<file path="src/rtl/team_fury_pkg.sv">
// Shared definitions for the turn sequencer: direction codes, motor
// encodings, FSM state enum and the reverse-travel output helper.
// TURN_TIMEOUT_EN adds the FAULT state to the enum.
package team_fury_pkg;

    localparam int unsigned DIR_W   = 4;
    localparam int unsigned MOTOR_W = 2;

    // {turn[1:0], degree[1:0]} codes from the direction-control stage
    localparam logic [DIR_W-1:0] DIR_PROCEED      = 4'b0000;
    localparam logic [DIR_W-1:0] DIR_VEER_LEFT    = 4'b0101;
    localparam logic [DIR_W-1:0] DIR_HARD_LEFT    = 4'b0110;
    localparam logic [DIR_W-1:0] DIR_NINETY_LEFT  = 4'b0111;
    localparam logic [DIR_W-1:0] DIR_VEER_RIGHT   = 4'b1001;
    localparam logic [DIR_W-1:0] DIR_HARD_RIGHT   = 4'b1010;
    localparam logic [DIR_W-1:0] DIR_NINETY_RIGHT = 4'b1011;
    localparam logic [DIR_W-1:0] DIR_STOP         = 4'b1111;

    // Motor command {en, fwd}
    localparam logic [MOTOR_W-1:0] M_OFF = 2'b00;
    localparam logic [MOTOR_W-1:0] M_REV = 2'b10;
    localparam logic [MOTOR_W-1:0] M_FWD = 2'b11;

`ifdef TURN_TIMEOUT_EN
    typedef enum logic [2:0] {
        ST_IDLE      = 3'd0,
        ST_FOLLOW    = 3'd1,
        ST_OVERSHOOT = 3'd2,
        ST_PIVOT     = 3'd3,
        ST_SETTLE    = 3'd4,
        ST_DONE      = 3'd5,
        ST_FAULT     = 3'd6
    } state_t;
`else
    typedef enum logic [2:0] {
        ST_IDLE      = 3'd0,
        ST_FOLLOW    = 3'd1,
        ST_OVERSHOOT = 3'd2,
        ST_PIVOT     = 3'd3,
        ST_SETTLE    = 3'd4,
        ST_DONE      = 3'd5
    } state_t;
`endif

    // While travelling in reverse, an enabled motor has its fwd bit inverted
    function automatic logic [MOTOR_W-1:0] motor_drive(input logic [MOTOR_W-1:0] cmd,
                                                       input logic               forwards);
        motor_drive = (cmd[1] && !forwards) ? {1'b1, ~cmd[0]} : cmd;
    endfunction

endpackage

</file>
<file path="src/rtl/maneuver_timer.sv">
// Saturating cycle counter shared by the timed maneuver states.
// load clears the count; expire flags count == limit while enabled.
module maneuver_timer #(
    parameter int unsigned WIDTH = 8
) (
    input  logic             clk,
    input  logic             rst_n,
    input  logic             load,
    input  logic             enable,
    input  logic [WIDTH-1:0] limit,
    output logic [WIDTH-1:0] count,
    output logic             expire
);

    localparam logic [WIDTH-1:0] COUNT_MAX = '1;

    // Count up while enabled, holding at all-ones instead of wrapping
    always_ff @(posedge clk or negedge rst_n) begin
        if (!rst_n) begin
            count <= '0;
        end else if (load) begin
            count <= '0;
        end else if (enable && (count != COUNT_MAX)) begin
            count <= count + WIDTH'(1);
        end
    end

    assign expire = enable && (count == limit);

endmodule

</file>
<file path="src/rtl/turn_sequencer.sv">
// Turns line-follower direction codes into registered motor commands,
// runs timed ninety-degree turns (overshoot, then pivot until the line is
// reacquired) and counts STOP events as route legs.
// Optional macro TURN_TIMEOUT_EN: bounded pivot with a sticky fault.
module turn_sequencer
    import team_fury_pkg::*;
#(
    parameter int unsigned OVERSHOOT_CYCLES = 12_500_000,
    parameter int unsigned PIVOT_MIN_CYCLES = 6_250_000,
    parameter int unsigned PIVOT_MAX_CYCLES = 100_000_000,
    parameter int unsigned SETTLE_CYCLES    = 25_000_000,
    parameter int unsigned LEGS             = 4
) (
    input  logic               clk,
    input  logic               rst_n,
    input  logic               start,
    input  logic               stop_req,
    input  logic [DIR_W-1:0]   dir_code,
    output logic               direction,
    output logic [MOTOR_W-1:0] motor_l,
    output logic [MOTOR_W-1:0] motor_r,
    output logic               busy,
    output logic               done,
    output logic               fault
);

    localparam int unsigned LEG_W = 4;

    // The pivot minimum is compared with >=, so the timer must be able to hold it
    localparam int unsigned SPAN_OS = (OVERSHOOT_CYCLES > SETTLE_CYCLES) ? OVERSHOOT_CYCLES
                                                                         : SETTLE_CYCLES;
    localparam int unsigned SPAN_PM = (SPAN_OS > PIVOT_MIN_CYCLES + 1) ? SPAN_OS
                                                                       : PIVOT_MIN_CYCLES + 1;
`ifdef TURN_TIMEOUT_EN
    localparam int unsigned SPAN_MAX = (SPAN_PM > PIVOT_MAX_CYCLES) ? SPAN_PM : PIVOT_MAX_CYCLES;
`else
    localparam int unsigned SPAN_MAX = SPAN_PM;
`endif
    localparam int unsigned TIMER_W = (SPAN_MAX > 1) ? $clog2(SPAN_MAX) : 1;

    localparam logic [TIMER_W-1:0] OVERSHOOT_LAST  = TIMER_W'(OVERSHOOT_CYCLES - 1);
    localparam logic [TIMER_W-1:0] SETTLE_LAST     = TIMER_W'(SETTLE_CYCLES - 1);
    localparam logic [TIMER_W-1:0] PIVOT_MIN_COUNT = TIMER_W'(PIVOT_MIN_CYCLES);
`ifdef TURN_TIMEOUT_EN
    localparam logic [TIMER_W-1:0] PIVOT_MAX_LAST  = TIMER_W'(PIVOT_MAX_CYCLES - 1);
`endif

    // Reject parameter sets the sequencer cannot honour
    if (LEGS < 1 || LEGS > 15 || OVERSHOOT_CYCLES < 1 || SETTLE_CYCLES < 1 ||
        PIVOT_MAX_CYCLES <= PIVOT_MIN_CYCLES) begin : g_bad_params
        $error("turn_sequencer: parameter out of range");
    end

    state_t             state;
    state_t             state_next;
    logic [LEG_W-1:0]   leg;
    logic [LEG_W-1:0]   leg_next;
    logic               side_right;
    logic               side_right_next;
    logic [MOTOR_W-1:0] cmd_l;
    logic [MOTOR_W-1:0] cmd_r;
    logic [MOTOR_W-1:0] cmd_l_next;
    logic [MOTOR_W-1:0] cmd_r_next;
    logic               dir_next;
    logic               done_next;
    logic               busy_next;
    logic               timer_load;
    logic               timer_enable;
    logic               timer_expire;
    logic [TIMER_W-1:0] timer_limit;
    logic [TIMER_W-1:0] timer_count;

    maneuver_timer #(
        .WIDTH (TIMER_W)
    ) u_timer (
        .clk    (clk),
        .rst_n  (rst_n),
        .load   (timer_load),
        .enable (timer_enable),
        .limit  (timer_limit),
        .count  (timer_count),
        .expire (timer_expire)
    );

    // State register
    always_ff @(posedge clk or negedge rst_n) begin
        if (!rst_n) begin
            state <= ST_IDLE;
        end else begin
            state <= state_next;
        end
    end

    // Next-state and next-output decode; commands are logical (forward frame)
    always_comb begin
        state_next      = state;
        leg_next        = leg;
        side_right_next = side_right;
        cmd_l_next      = cmd_l;
        cmd_r_next      = cmd_r;
        dir_next        = direction;
        done_next       = 1'b0;
        timer_enable    = 1'b0;
        timer_limit     = '0;

        if (stop_req) begin
            state_next = ST_IDLE;
            leg_next   = '0;
            dir_next   = 1'b1;
            cmd_l_next = M_OFF;
            cmd_r_next = M_OFF;
        end else begin
            case (state)
                ST_IDLE, ST_DONE: begin
                    if (start) begin
                        state_next = ST_FOLLOW;
                        leg_next   = '0;
                        dir_next   = 1'b1;
                        cmd_l_next = M_OFF;
                        cmd_r_next = M_OFF;
                    end
                end
`ifdef TURN_TIMEOUT_EN
                ST_FAULT: begin
                    if (start) begin
                        state_next = ST_FOLLOW;
                        leg_next   = '0;
                        dir_next   = 1'b1;
                        cmd_l_next = M_OFF;
                        cmd_r_next = M_OFF;
                    end
                end
`endif
                ST_FOLLOW: begin
                    case (dir_code)
                        DIR_PROCEED: begin
                            cmd_l_next = M_FWD;
                            cmd_r_next = M_FWD;
                        end
                        DIR_VEER_LEFT: begin
                            cmd_l_next = M_OFF;
                            cmd_r_next = M_FWD;
                        end
                        DIR_HARD_LEFT: begin
                            cmd_l_next = M_REV;
                            cmd_r_next = M_FWD;
                        end
                        DIR_VEER_RIGHT: begin
                            cmd_l_next = M_FWD;
                            cmd_r_next = M_OFF;
                        end
                        DIR_HARD_RIGHT: begin
                            cmd_l_next = M_FWD;
                            cmd_r_next = M_REV;
                        end
                        DIR_NINETY_LEFT, DIR_NINETY_RIGHT: begin
                            side_right_next = (dir_code == DIR_NINETY_RIGHT);
                            state_next      = ST_OVERSHOOT;
                            cmd_l_next      = M_FWD;
                            cmd_r_next      = M_FWD;
                        end
                        DIR_STOP: begin
                            state_next = ST_SETTLE;
                            cmd_l_next = M_OFF;
                            cmd_r_next = M_OFF;
                        end
                        default: begin
                            // Unknown code: keep the previous command
                        end
                    endcase
                end
                ST_OVERSHOOT: begin
                    timer_enable = 1'b1;
                    timer_limit  = OVERSHOOT_LAST;
                    if (timer_expire) begin
                        state_next = ST_PIVOT;
                        cmd_l_next = side_right ? M_FWD : M_REV;
                        cmd_r_next = side_right ? M_REV : M_FWD;
                    end
                end
                ST_PIVOT: begin
                    timer_enable = 1'b1;
`ifdef TURN_TIMEOUT_EN
                    timer_limit  = PIVOT_MAX_LAST;
                    if (timer_expire) begin
                        state_next = ST_FAULT;
                        cmd_l_next = M_OFF;
                        cmd_r_next = M_OFF;
                    end else
`endif
                    if ((dir_code == DIR_PROCEED) && (timer_count >= PIVOT_MIN_COUNT)) begin
                        state_next = ST_FOLLOW;
                        cmd_l_next = M_FWD;
                        cmd_r_next = M_FWD;
                    end
                end
                ST_SETTLE: begin
                    timer_enable = 1'b1;
                    timer_limit  = SETTLE_LAST;
                    if (timer_expire) begin
                        leg_next = leg + LEG_W'(1);
                        if ((leg + LEG_W'(1)) == LEG_W'(LEGS)) begin
                            state_next = ST_DONE;
                            done_next  = 1'b1;
                        end else begin
                            state_next = ST_FOLLOW;
                            dir_next   = ~direction;
                        end
                    end
                end
                default: begin
                    state_next = ST_IDLE;
                    cmd_l_next = M_OFF;
                    cmd_r_next = M_OFF;
                end
            endcase
        end
    end

    // Every state change restarts the shared timer from zero
    assign timer_load = (state_next != state);

    assign busy_next = (state_next == ST_FOLLOW)    || (state_next == ST_OVERSHOOT) ||
                       (state_next == ST_PIVOT)     || (state_next == ST_SETTLE);

    // Output and datapath registers; reverse travel applied at the motor outputs
    always_ff @(posedge clk or negedge rst_n) begin
        if (!rst_n) begin
            leg        <= '0;
            side_right <= 1'b0;
            cmd_l      <= M_OFF;
            cmd_r      <= M_OFF;
            direction  <= 1'b1;
            motor_l    <= M_OFF;
            motor_r    <= M_OFF;
            busy       <= 1'b0;
            done       <= 1'b0;
        end else begin
            leg        <= leg_next;
            side_right <= side_right_next;
            cmd_l      <= cmd_l_next;
            cmd_r      <= cmd_r_next;
            direction  <= dir_next;
            motor_l    <= motor_drive(cmd_l_next, dir_next);
            motor_r    <= motor_drive(cmd_r_next, dir_next);
            busy       <= busy_next;
            done       <= done_next;
        end
    end

`ifdef TURN_TIMEOUT_EN
    logic run_start;

    assign run_start = !stop_req && start &&
                       ((state == ST_IDLE) || (state == ST_DONE) || (state == ST_FAULT));

    // Fault sets on entering FAULT and survives stop_req until a run starts
    always_ff @(posedge clk or negedge rst_n) begin
        if (!rst_n) begin
            fault <= 1'b0;
        end else if (state_next == ST_FAULT) begin
            fault <= 1'b1;
        end else if (run_start) begin
            fault <= 1'b0;
        end
    end
`else
    assign fault = 1'b0;
`endif

endmodule

</file>
<file path="config.mk">
export PLATFORM = sky130hd
export DESIGN_NAME = turn_sequencer
export DESIGN_NICKNAME = d
export VERILOG_FILES = /design/src/rtl/team_fury_pkg.sv /design/src/rtl/maneuver_timer.sv /design/src/rtl/turn_sequencer.sv
export SDC_FILE = /design/constraint.sdc
export NUM_CORES = 1
export LEC_CHECK = 0
export ABC_CLOCK_PERIOD_IN_PS = 13200
export BUFFER_PORTS_ARGS = -buffer_cell sky130_fd_sc_hd__clkbuf_2
export CAP_MARGIN = 20
export CORE_ASPECT_RATIO = 0.9
export CORE_UTILIZATION = 40
export DETAILED_ROUTE_END_ITERATION = 6
export MAX_ROUTING_LAYER = met4
export PLACE_DENSITY = 0.66
export SLEW_MARGIN = 20
export SYNTH_ARGS = -nofsm -noshare
export SYNTH_HDL_FRONTEND = slang
export SYNTH_HIERARCHICAL = 1
export SYNTH_SLANG_ARGS = --single-unit
</file>
<file path="constraint.sdc">
create_clock -name clk -period 13.2 [get_ports clk]
set_input_delay 1.98 -clock clk [delete_from_list [all_inputs] [get_ports clk]]
set_output_delay 1.98 -clock clk [all_outputs]
set_load 0.02 [all_outputs]
</file>
==> summary.md <==
| Metric | Value |
|---|---|
| Dominant cell type by area after synthesis | `dfrtp_1` |
| Routability cong. | `0.890` |
| Fin area | `3440 sq um` |
| Lkg Pwr | `1.43 nW` |
| Routed vias | `2784` |
| Worst Hold End | `done$_DFF_PN0_` |
| Layout area overhead | `6.34%` |
| Synth Area per Inst | `8.52 sq um` |
| PwrDens | `84.0 nW/um^2` |
| Root Buffer | `clkbuf_8` |
| Post-CTS resize count | `0` |
| Register area share after synthesis | `34.1%` |
| Final worst-path cycle share | `44.9%` |
| WS Path Type | `in -> reg` |
| TNS Setup | `0 ns` |
| Clk sinks | `44` |
| Worst-Margin Slew | `0.771 ns` |
| DRT iter0 DRCs | `156` |
| H-Tree Depth | `2` |
| Post-synth top area share | `33.2%` |
| ANT nets after route | `0` |
| Startpoint types | `input port` |
| Crit Reg-Reg Endpoint | `motor_r[0]$_DFF_PN0_` |
| Status | `complete, no violations` |
| Max VDD drop | `0.0000437 V` |
| Synthesized cell area | `3240 sq um` |
| Dpl cells | `470` |
| Worst-path clk slew | `0.09 ns` |
| Drt total wl | `7370 um` |
| Rows | `30` |
| CP arrival | `6.11 ns` |
| Diodes inserted | `0` |
| Fmax | `169 MHz` |
| Critical Path End Type | `flip-flop` |
| Floorplan core area | `7690 sq um` |
| Hold/Removal Path Class | `reg -> reg` |
| Die X | `96.8 um` |
| Most frequent cells in the layout | `nor2_1 (48), dfrtp_1 (43), xnor2_1 (23)` |
| Vias in the first global route | `2573` |
| Die area | `8460 sq um` |
| Ratio of cells with drive above 1 in the final layout | `11.8%` |
| Min-delay src | `leg[3]$_DFFE_PN0P_` |
| Critical path buffer and inverter count | `1` |
| # Max-Cap Violations | `0` |
| Initial antenna violation count | `0` |
| Setup bufs post-CTS | `0` |
| Yosys Warn Count | `6` |
| RR Startpoint | `state[2]$_DFF_PN0_` |
| Tmin final | `5.92 ns` |
| Util after Layout | `44.7%` |
| Synth unique cells | `70` |
| Slowest CP cell | `nor4bb_1` |
| Dpl ws | `6.71 ns` |
| Vias per cell | `5.82` |
| Clk buf depth | `2` |
| DP HPWL | `5300 um` |
| RSZ-0062 raised after global routing | `false` |
| Endpoints failing hold | `0` |
| Crit-path leading delay family | `simple AND/OR/NAND/NOR gates` |
| I/O pin count | `16` |
| Req. time, crit path | `13.39 ns` |
| Global Route Usage Sum | `19.1%` |
| Final setup fails | `0` |
| Nets | `391` |
| PnR worst setup slack | `7.28 ns` |
| Die height | `87.3 um` |
| Synthesized flop and latch total | `44` |
| Most used cell, CP | `nor4_2` |
| CTS tree | `yes` |
| Final Max Slew Viols | `0` |
| Total CTS buffers | `5` |
| Hold path cells | `1` |
| Placed Instance Area | `3320 sq um` |
| Worst skew pair latency | `0.30 ns` |
| CP peak stage delay | `0.78 ns` |
| Ys flop type | `dfrtp_1` |
| Routed length per instance | `15.4 um` |
| Drt first pass iters | `4` |
| Max transition margin | `47.9%` |
| Setup slack, reg-to-reg | `7.99 ns` |
| Worst Reg-to-Reg Cells | `13` |
| Number of synthesized flops with an enable pin | `0` |
| # hold bufs at CTS | `0` |
| Commonest non-fill, non-tap cell in the layout | `nor2_1` |
| Max FO, Critical Path | `12` |
| Total chip power | `0.289 mW` |
| Final hold slack | `0.508 ns` |
| Global-route wire length before repair | `12800 um` |
| Initial Util | `42.1%` |
| Main area contributors after synthesis | `dfrtp_1 (33%), xnor2_1 (6.2%), nor2_1 (5.6%)` |
| Post-Synthesis Cells | `380` |
| CP cell instances | `clkbuf_2 -> nor2_1 -> or2_2 -> xor2_1 -> nor4_1 -> nand3_1 -> nor4_2 -> nor4bb_1 -> nand2_1 -> o311ai_0 -> nand2b_1 -> nor3_1 -> nor4_2` |
| Async set-reset flop share out of synthesis | `100%` |
| Residual DRC | `0` |
| Worst clock skew | `0.0153 ns` |
| Largest net degree at the start of global routing | `45` |
| Non-Filler Instances | `478` |
| Port Buffers | `14` |
| GRT overflow | `0` |
routing by layer:
metal  GRT usage, %  vias to the layer above  wire, um
met4           5.29                        0        56
met2           28.9                       81      3310
met3           2.97                        4       422
met5              -                        -         0
met1           26.5                     1334      3580
li1               -                     1365         -
worst max path at each step:
stage / from / end / slack, ns / cells past startpoint
4_1_cts: stop_req / motor_r[0]$_DFF_PN0_ / 6.99 / 13
6_report: stop_req / motor_r[0]$_DFF_PN0_ / 7.28 / 13
3_3_place_gp: stop_req / motor_r[0]$_DFF_PN0_ / 6.90 / 13
3_5_place_dp: stop_req / motor_r[0]$_DFF_PN0_ / 6.71 / 13
2_1_floorplan: stop_req / u_timer/count[2]$_DFFE_PN0P_ / 7.24 / 14
5_1_grt: stop_req / motor_r[0]$_DFF_PN0_ / 6.90 / 13
logic make-up after synthesis:
group	after synthesis	synth area share, %
multiplexers	6	2.01
adder cells (fa/ha/maj)	2	0.773
AND/OR/NAND/NOR	174	29.9
XOR/XNOR	43	11.6
other	1	0.116
buffers and inverters	33	5.06
flip-flops	44	34.1
AO/OA/AOI/OAI	77	16.4
cells in the mapped netlist, types with 6 or more instances:
library cell,number
xnor2_1,23
nand4_1,11
o21ai_0,15
a211oi_1,6
dfrtp_1,43
nand2b_1,11
buf_2,8
xor2_1,20
nand2_1,21
a21oi_1,15
clkbuf_1,9
nor2_1,48
nor2b_1,8
nand3_1,17
nor4_1,12
inv_1,6
state kept, by name, summed over array words and instances (netlist names), 2 cells and up:
register       flops
u_timer/count     25
leg                4
state              3
cmd_l              2
cmd_r              2
motor_l            2
motor_r            2
final cells by class:
cell class | instances | area, sq um
Clock buffer | 5 | 68.8
Clock inverter | 3 | 42.5
Fill cell | 758 | 4250
Inverter | 8 | 30.0
Multi-Input combinational cell | 307 | 2000
Sequential cell | 44 | 1100
Tap cell | 96 | 120
Timing Repair Buffer | 15 | 80.1
power breakdown:
part	internal [mW]	switching (mW)	leakage, nW
sequential	0.138	0.00396	0.606
combinational	0.0147	0.0269	0.773
clock	0.0561	0.0495	0.0541
total	0.209	0.0803	1.43
Power figures use the tool's default switching activity.
